==> config.mk <==
export PLATFORM = sky130hd
export DESIGN_NAME = life_cell_rule
export DESIGN_NICKNAME = d
export VERILOG_FILES = /design/src/rtl/life_cell_rule.sv
export SDC_FILE = /design/constraint.sdc
export NUM_CORES = 1
export LEC_CHECK = 0
export BUFFER_PORTS_ARGS = -buffer_cell sky130_fd_sc_hd__buf_2
export CAP_MARGIN = 20
export CORE_ASPECT_RATIO = 0.8
export CORE_MARGIN = 8
export CORE_UTILIZATION = 48
export CTS_CLUSTER_SIZE = 16
export DETAILED_ROUTE_END_ITERATION = 6
export PLACE_DENSITY_LB_ADDON = 0.1
export SLEW_MARGIN = 20
export SYNTH_ARGS = -nofsm -noshare
export SYNTH_HDL_FRONTEND = slang
export SYNTH_SLANG_ARGS = --single-unit
==> constraint.sdc <==
create_clock -name clk -period 3.63 [get_ports clk]
set_clock_uncertainty 0.1 [all_clocks]
set_input_delay 0.1815 -clock clk [delete_from_list [all_inputs] [get_ports clk]]
set_output_delay 0.1815 -clock clk [all_outputs]
set_load 0.005 [all_outputs]
==> src/rtl/life_cell_rule.sv <==
// Life-like cellular automaton cell with a programmable birth/survive rule, age, change pulse and stability flag.
// Latency: state_d is combinational from neighbors; the other outputs update one cycle after ena/load.
// Backpressure: none; the grid controller paces generations with ena.
module life_cell_rule #(
    parameter int N_NEIGHBORS   = 8,
    parameter int AGE_W         = 4,
    parameter int STABLE_CYCLES = 4
) (
    input  logic                   clk,
    input  logic                   rst,
    input  logic                   ena,
    input  logic                   load,
    input  logic                   state_0,
    input  logic [N_NEIGHBORS-1:0] neighbors,
    input  logic                   rule_we,
    input  logic [N_NEIGHBORS:0]   birth_in,
    input  logic [N_NEIGHBORS:0]   survive_in,
    output logic                   state_d,
    output logic                   state_q,
    output logic [AGE_W-1:0]       age_q,
    output logic                   changed,
    output logic                   stable
);

    localparam int CW = $clog2(N_NEIGHBORS + 1);
    localparam int SW = $clog2(STABLE_CYCLES + 1);
    localparam logic [SW-1:0]        STABLE_MAX  = SW'(STABLE_CYCLES);
    localparam logic [AGE_W-1:0]     AGE_MAX     = '1;
    // Conway B3/S23; bits beyond the neighbour range are simply dropped
    localparam logic [N_NEIGHBORS:0] BIRTH_RST   = (N_NEIGHBORS + 1)'(16'h0008);
    localparam logic [N_NEIGHBORS:0] SURVIVE_RST = (N_NEIGHBORS + 1)'(16'h000C);

    logic [N_NEIGHBORS:0] birth_r;
    logic [N_NEIGHBORS:0] survive_r;
    logic [CW-1:0]        count;
    logic [SW-1:0]        stab_cnt;
    logic [SW-1:0]        stab_nxt;

    always_comb begin
        count = '0;
        for (int i = 0; i < N_NEIGHBORS; i++) begin
            count = count + CW'(neighbors[i]);
        end
    end

    assign state_d = state_q ? survive_r[count] : birth_r[count];

    always_comb begin
        stab_nxt = '0;
        if (state_d == state_q) begin
            stab_nxt = (stab_cnt == STABLE_MAX) ? stab_cnt : stab_cnt + SW'(1);
        end
    end

    always_ff @(posedge clk or posedge rst) begin
        if (rst) begin
            birth_r   <= BIRTH_RST;
            survive_r <= SURVIVE_RST;
        end else if (rule_we) begin
            birth_r   <= birth_in;
            survive_r <= survive_in;
        end
    end

    always_ff @(posedge clk or posedge rst) begin
        if (rst) begin
            state_q  <= 1'b0;
            age_q    <= '0;
            changed  <= 1'b0;
            stable   <= 1'b0;
            stab_cnt <= '0;
        end else begin
            changed <= 1'b0;
            if (load) begin
                state_q  <= state_0;
                age_q    <= AGE_W'(state_0);
                stab_cnt <= '0;
                stable   <= 1'b0;
            end else if (ena) begin
                state_q  <= state_d;
                changed  <= state_d ^ state_q;
                stab_cnt <= stab_nxt;
                stable   <= (stab_nxt == STABLE_MAX);
                if (!state_d) begin
                    age_q <= '0;
                end else if (!state_q) begin
                    age_q <= AGE_W'(1);
                end else if (age_q != AGE_MAX) begin
                    age_q <= age_q + AGE_W'(1);
                end
            end
        end
    end

endmodule

# Word-level counts from Yosys, hierarchy flattened
# Cells that the tools add are included.
# Widths: inputs -> output; s select.
word_totals:
  ff_bits: 28
  inputBits: 32
  out_inout_bits: 8
  word_cells: 45
op_classes:
  addsub: 9
  order_cmp: 1
  eq_ne: 5
  mux: 20
  bitwise: 1
  reduce_logical: 2
ops:
  columns: ["operator", "count"]
  rows:
  - ["$mux 4", 5]
  - ["$add 4x1->4", 4]
  - ["$mux 3", 4]
  - ["$mux 1", 9]
  - ["$bmux 1 s4", 2]
  - ["$eq 3x3->1 const B", 2]
  - ["$lt 4x5->1 const B", 1]
  - ["$add 3x1->4", 1]
  - ["$add 4x1->4 const B", 1]
  - ["$ne 4x3->1 const B", 1]
  - ["$ne 4x4->1 const B", 1]
  - ["$add 2x1->3", 1]
  - ["$add 3x1->3 const B", 1]
  - ["$add 1x1->2", 1]
  - ["$reduce_and 2->1", 1]
  - ["$reduce_bool 2->1", 1]
  - ["$eq 1x1->1", 1]
  - ["$xor 1x1->1", 1]

# Logic depth before layout (Yosys ltp)
depth:
  ltp_word: 15
  ltp_mapped: 12
  ltp_nobuf: 12

# Least setup slack after synthesis
# OpenSTA, ideal clock, no wires.
synth_path:
  kind: "input -> register"
  start: "input neighbors[0]"
  end: "register state_q"
  setup_time_ns: 0.133
  arrival_ns: 3.738
  required_time_ns: 3.397
  path_slack_ns: -0.342
  path_stages: 12
  path_buffers: 0
  cell_sequence: "inv_1 fa_1 fa_1 fa_1 inv_1 ha_1 fa_1 mux4_1 mux2i_1 a21oi_4 and3b_1 o31ai_2"
synth_via:
  elab_chain_len: 12
  word_cells_on_any_way: 14
  cone_classes: "add/sub (7); mux (7)"
synth_rtl:
  columns: ["element", "line", "text"]
  rows:
  - ["from (decl)", "14", "input logic [N_NEIGHBORS-1:0] neighbors,"]
  - ["$add 1x1->2 (*)", "42", "count = count + CW'(neighbors[i]);"]
  - ["$add 2x1->3 (*)", "42", null]
  - ["$add 3x1->4 (*)", "42", null]
  - ["$add 4x1->4 (*) (4 in series)", "42", null]
  - ["$bmux 1 s4", "46", "assign state_d = state_q ? survive_r[count] : birth_r[count];"]
  - ["$mux 1 (implied by the code)", "46", null]
  - ["$mux 1 (*)", "46", null]
  - ["$mux 1 (*)", "79", "end else if (ena) begin"]
  - ["$mux 1 (*)", "74", "if (load) begin"]
  - ["to (signal assigned)", "75", "state_q <= state_0;"]
  - ["to (signal assigned)", "80", "state_q <= state_d;"]
  - ["to (decl)", "19", "output logic state_q,"]
# Mark *: on every way between the ends. The rest lies on a longest branch, timed or not. The select of a mux whose other input is x is not followed.
# A chain may end at the register's enable or synchronous reset.

# Final worst setup path
layout_path:
  start: "input neighbors[0]"
  end: "output state_d"
layout_via:
  elab_chain_len: 10
  word_cells_on_any_way: 12
  cone_classes: "add/sub (7); mux (5)"
layout_rtl:
  columns: ["element", "line", "text"]
  rows:
  - ["$add 1x1->2 (*)", "42", null]
  - ["$add 2x1->3 (*)", "42", null]
  - ["$add 3x1->4 (*)", "42", null]
  - ["$add 4x1->4 (*) (4 in series)", "42", null]
  - ["$bmux 1 s4", "46", null]
  - ["$mux 1 (implied by the code)", "46", null]
  - ["$mux 1 (*)", "46", null]
  - ["to (decl)", "18", "output logic state_d,"]
# Marks and branches as above.

==> results.json <==
{
  "synthTopCellsByArea": "dfrtp_1 36%, mux2_2 12%, mux4_1 6.1%, fa_1 4.6%, dfstp_2 4.6%",
  "grt_usage_pct": 13.6,
  "ys_seq_elements": 28,
  "crit_path_frequent_cell": "fa_1",
  "holdCritPathClass": "in -> reg",
  "drcViolationCount": 0,
  "port_buffers": 39,
  "fillers": 277,
  "required_ns": 3.35,
  "holdPathStages": 2,
  "grt_pass1_vias": 1397,
  "cp-startpoint": "neighbors[0]",
  "synth_top_area_share_pct": 36.3,
  "design.core.area_um2": 3450,
  "antenna_left": 0,
  "min_to": "birth_r[0]",
  "synth_common_cells": "25 x dfrtp_1, 19 x mux2_2, 16 x inv_1, 11 x a21oi_1",
  "period_share_pct": 109,
  "criticalPathCategory": "in -> out",
  "rows": 19,
  "p_seq_share_pct": 30.0,
  "cts_tree": "built",
  "switchingPower_w": 0.000407,
  "placed_area_um2": 2020,
  "finalWirelength_um": 3990,
  "reg2reg_setup_slack_ns": 1.59,
  "r2r_start": "survive_r[1]",
  "cts_max_level": 1,
  "syn_area_per_cell_um2": 11.7,
  "end_kind": "primary output",
  "fin_area_um2": 2250,
  "worstSetupStartpointType": "primary input",
  "p_per_area_nw_per_um2": 565,
  "final_util_pct": 65.2,
  "setup_viol": 11,
  "fin_setup_tns_ns": -2.88,
  "drive_gt1_share_pct": 52.5,
  "synth-main-ff-cell": "dfrtp_1",
  "setup_ws_ns": -0.341,
  "numCtsBuffers": 3,
  "io-pin-count": 40,
  "via_count": 1331,
  "grt_use_met2_pct": 22.8,
  "ys_types": 44,
  "p_leak_nw": 1.05,
  "crit_fanout": 3,
  "p_comb_share_pct": 50.6,
  "synth_edf_count": 0,
  "antenna_found_initial": 0,
  "die_w_um": 83.0,
  "place_ws_ns": -0.477,
  "antenna_cells": 0,
  "nets": 245,
  "min_from": "birth_in[0]",
  "place.gp.congestion": 0.760,
  "reg2regPathDepth": 7,
  "overflow": 0,
  "area_growth_syn_to_layout_pct": 30.4,
  "tightestPinTransition_ns": 0.604,
  "start_util_pct": 50.0,
  "synth_top_area_cell": "dfrtp_1",
  "power.internal_w": 0.000861,
  "min_period_ns": 3.97,
  "grt_max_degree": 29,
  "violations": "setup timing",
  "via_per_inst": 5.45,
  "syn_nets": 189,
  "dr.pass1.iters": 4,
  "clockBufferDepth": 2,
  "maxCapViolations": 0,
  "grt_util_met3_pct": 4.11,
  "cts_root_buf": "clkbuf_8",
  "crit_slowest_cell": "fa_2",
  "hold_viol_final": 0,
  "drt_iter0_drc": 69,
  "ir_drop_v": 0.000284,
  "grt_pass1_wl_um": 6670,
  "crit_chain": "buf_8 -> inv_8 -> fa_1 -> fa_1 -> fa_1 -> inv_2 -> ha_4 -> fa_2 -> mux4_2 -> mux2i_4 -> a21oi_4 -> nand2b_4 -> buf_6",
  "cts_sinks": 28,
  "wl_per_cell_um": 16.4,
  "status": "complete, but fails checks",
  "async_reset_ff_share_pct": 100,
  "pwr-share-clk_pct": 19.5,
  "yosysMostFrequentCell": "dfrtp_1",
  "yosys_warnings": 0,
  "netlist_instances": 147,
  "clk_latency_ns": 0.27,
  "cp.arrival_ns": 3.69,
  "max_slew_margin_pct": 59.6,
  "max_freq_mhz": 252,
  "critPathMaxStageDelay_ns": 0.59,
  "synthesis.area_um2": 1720,
  "die_h_um": 69.6,
  "swShare_pct": 32.1,
  "yosysSeqAreaShare_pct": 40.9,
  "power_w": 0.00127,
  "slew_viol_final": 0,
  "busiest_layer": "met2",
  "grt_setup_unrepaired": "true",
  "die_area_um2": 5770,
  "met1_usage_pct": 16.9,
  "clkTransAtPathRegs_ns": 0.10,
  "rr_endpoint": "state_q",
  "dpl.hpwl_um": 2850
}
worst max-delay path by stage:
stage,to,slack [ns],depth (start not counted)
after floorplan,state_q,-0.16,12
after global placement,state_d,-0.39,13
after detailed placement,state_d,-0.48,13
after CTS,state_d,-0.40,13
after global routing,state_d,-0.42,13
final,state_d,-0.34,13
power groups by stage:
| stage | clock (W) | combinational [W] | sequential (W) |
|---|---|---|---|
| finish | 0.000247 | 0.000641 | 0.000380 |
| global route | 0.000272 | 0.000685 | 0.000386 |
| CTS | 0.000256 | 0.000547 | 0.000379 |
| detailed placement | 0 | 0.000487 | 0.000384 |
| global placement | 0 | 0.000469 | 0.000384 |
| floorplan | 0 | 0.000352 | 0.000377 |
worst max-delay path, delay by kind of cell:
kind / cells / cell delay [ns]
AND/OR/NAND/NOR: 1 / 0.15
AO/OA/AOI/OAI: 1 / 0.08
adder cells (fa/ha/maj): 5 / 2.25
buffers and inverters: 4 / 0.26
multiplexers: 2 / 0.74
per-stage QoR:
stage	hold slack [ns]	cells
CTS	0.0218	238
global placement	0.313	230
global route	0.0144	244
detailed placement	0.318	230
floorplan	0.145	147
finish	0.0323	244
registers in the layout (all words and copies together), names as in the netlist:
signal     flops
state_q        1
changed        1
age_q          4
stab_cnt       3
survive_r      9
stable         1
birth_r        9
cell usage in the layout, fill, tap and decap left out, drive strengths merged, types with 3 or more instances in the layout:
cell type | Yosys | routed
a211oi | 3 | 3
a21o | 3 | 3
a21oi | 12 | 12
buf | 1 | 54
clkbuf | 2 | 3
dfrtp | 25 | 25
dfstp | 3 | 3
fa | 4 | 4
ha | 6 | 6
inv | 16 | 16
mux2 | 19 | 19
mux2i | 3 | 3
mux4 | 4 | 4
nand2 | 6 | 6
nand2b | 6 | 6
nand3 | 4 | 4
nor2 | 4 | 4
o21ai | 3 | 3
cells by family after synthesis:
group	after synthesis	share of synthesized area, %
AO/OA/AOI/OAI	29	11.9
XOR/XNOR	2	1.45
adder cells (fa/ha/maj)	10	9.01
buffers and inverters	20	4.94
flip-flops	28	40.9
multiplexers	26	20.5
AND/OR/NAND/NOR	32	11.3
cell type report:
cell class | instances | area (um2) | area share, %
timing repair buffer | 55 | 352 | 15.7
sequential | 28 | 704 | 31.4
clock inverter | 1 | 30.0 | 1.34
clock buffer | 3 | 41.3 | 1.84
tap | 42 | 52.6 | 2.34
multi-input combinational | 99 | 998 | 44.5
inverter | 16 | 67.6 | 3.01
repair_timing:
action                                  in CTS  in global routing
setup buffers                                5                  6
pin swaps                                    8                  8
endpoints found under the setup margin      11                 11
hold buffers                                 0                  1
endpoints found under the hold margin        0                 25
gates resized for setup                      8                 11
layer usage:
metal / up-vias / routed length [um] / part of all wire [%]
met4: 0 / 20 / 0.50
met2: 33 / 1970 / 49
li1: 637 / - / -
met5: - / 0 / 0
met3: 2 / 156 / 3.9
met1: 659 / 1850 / 46
(Power assumes the default switching activity.)
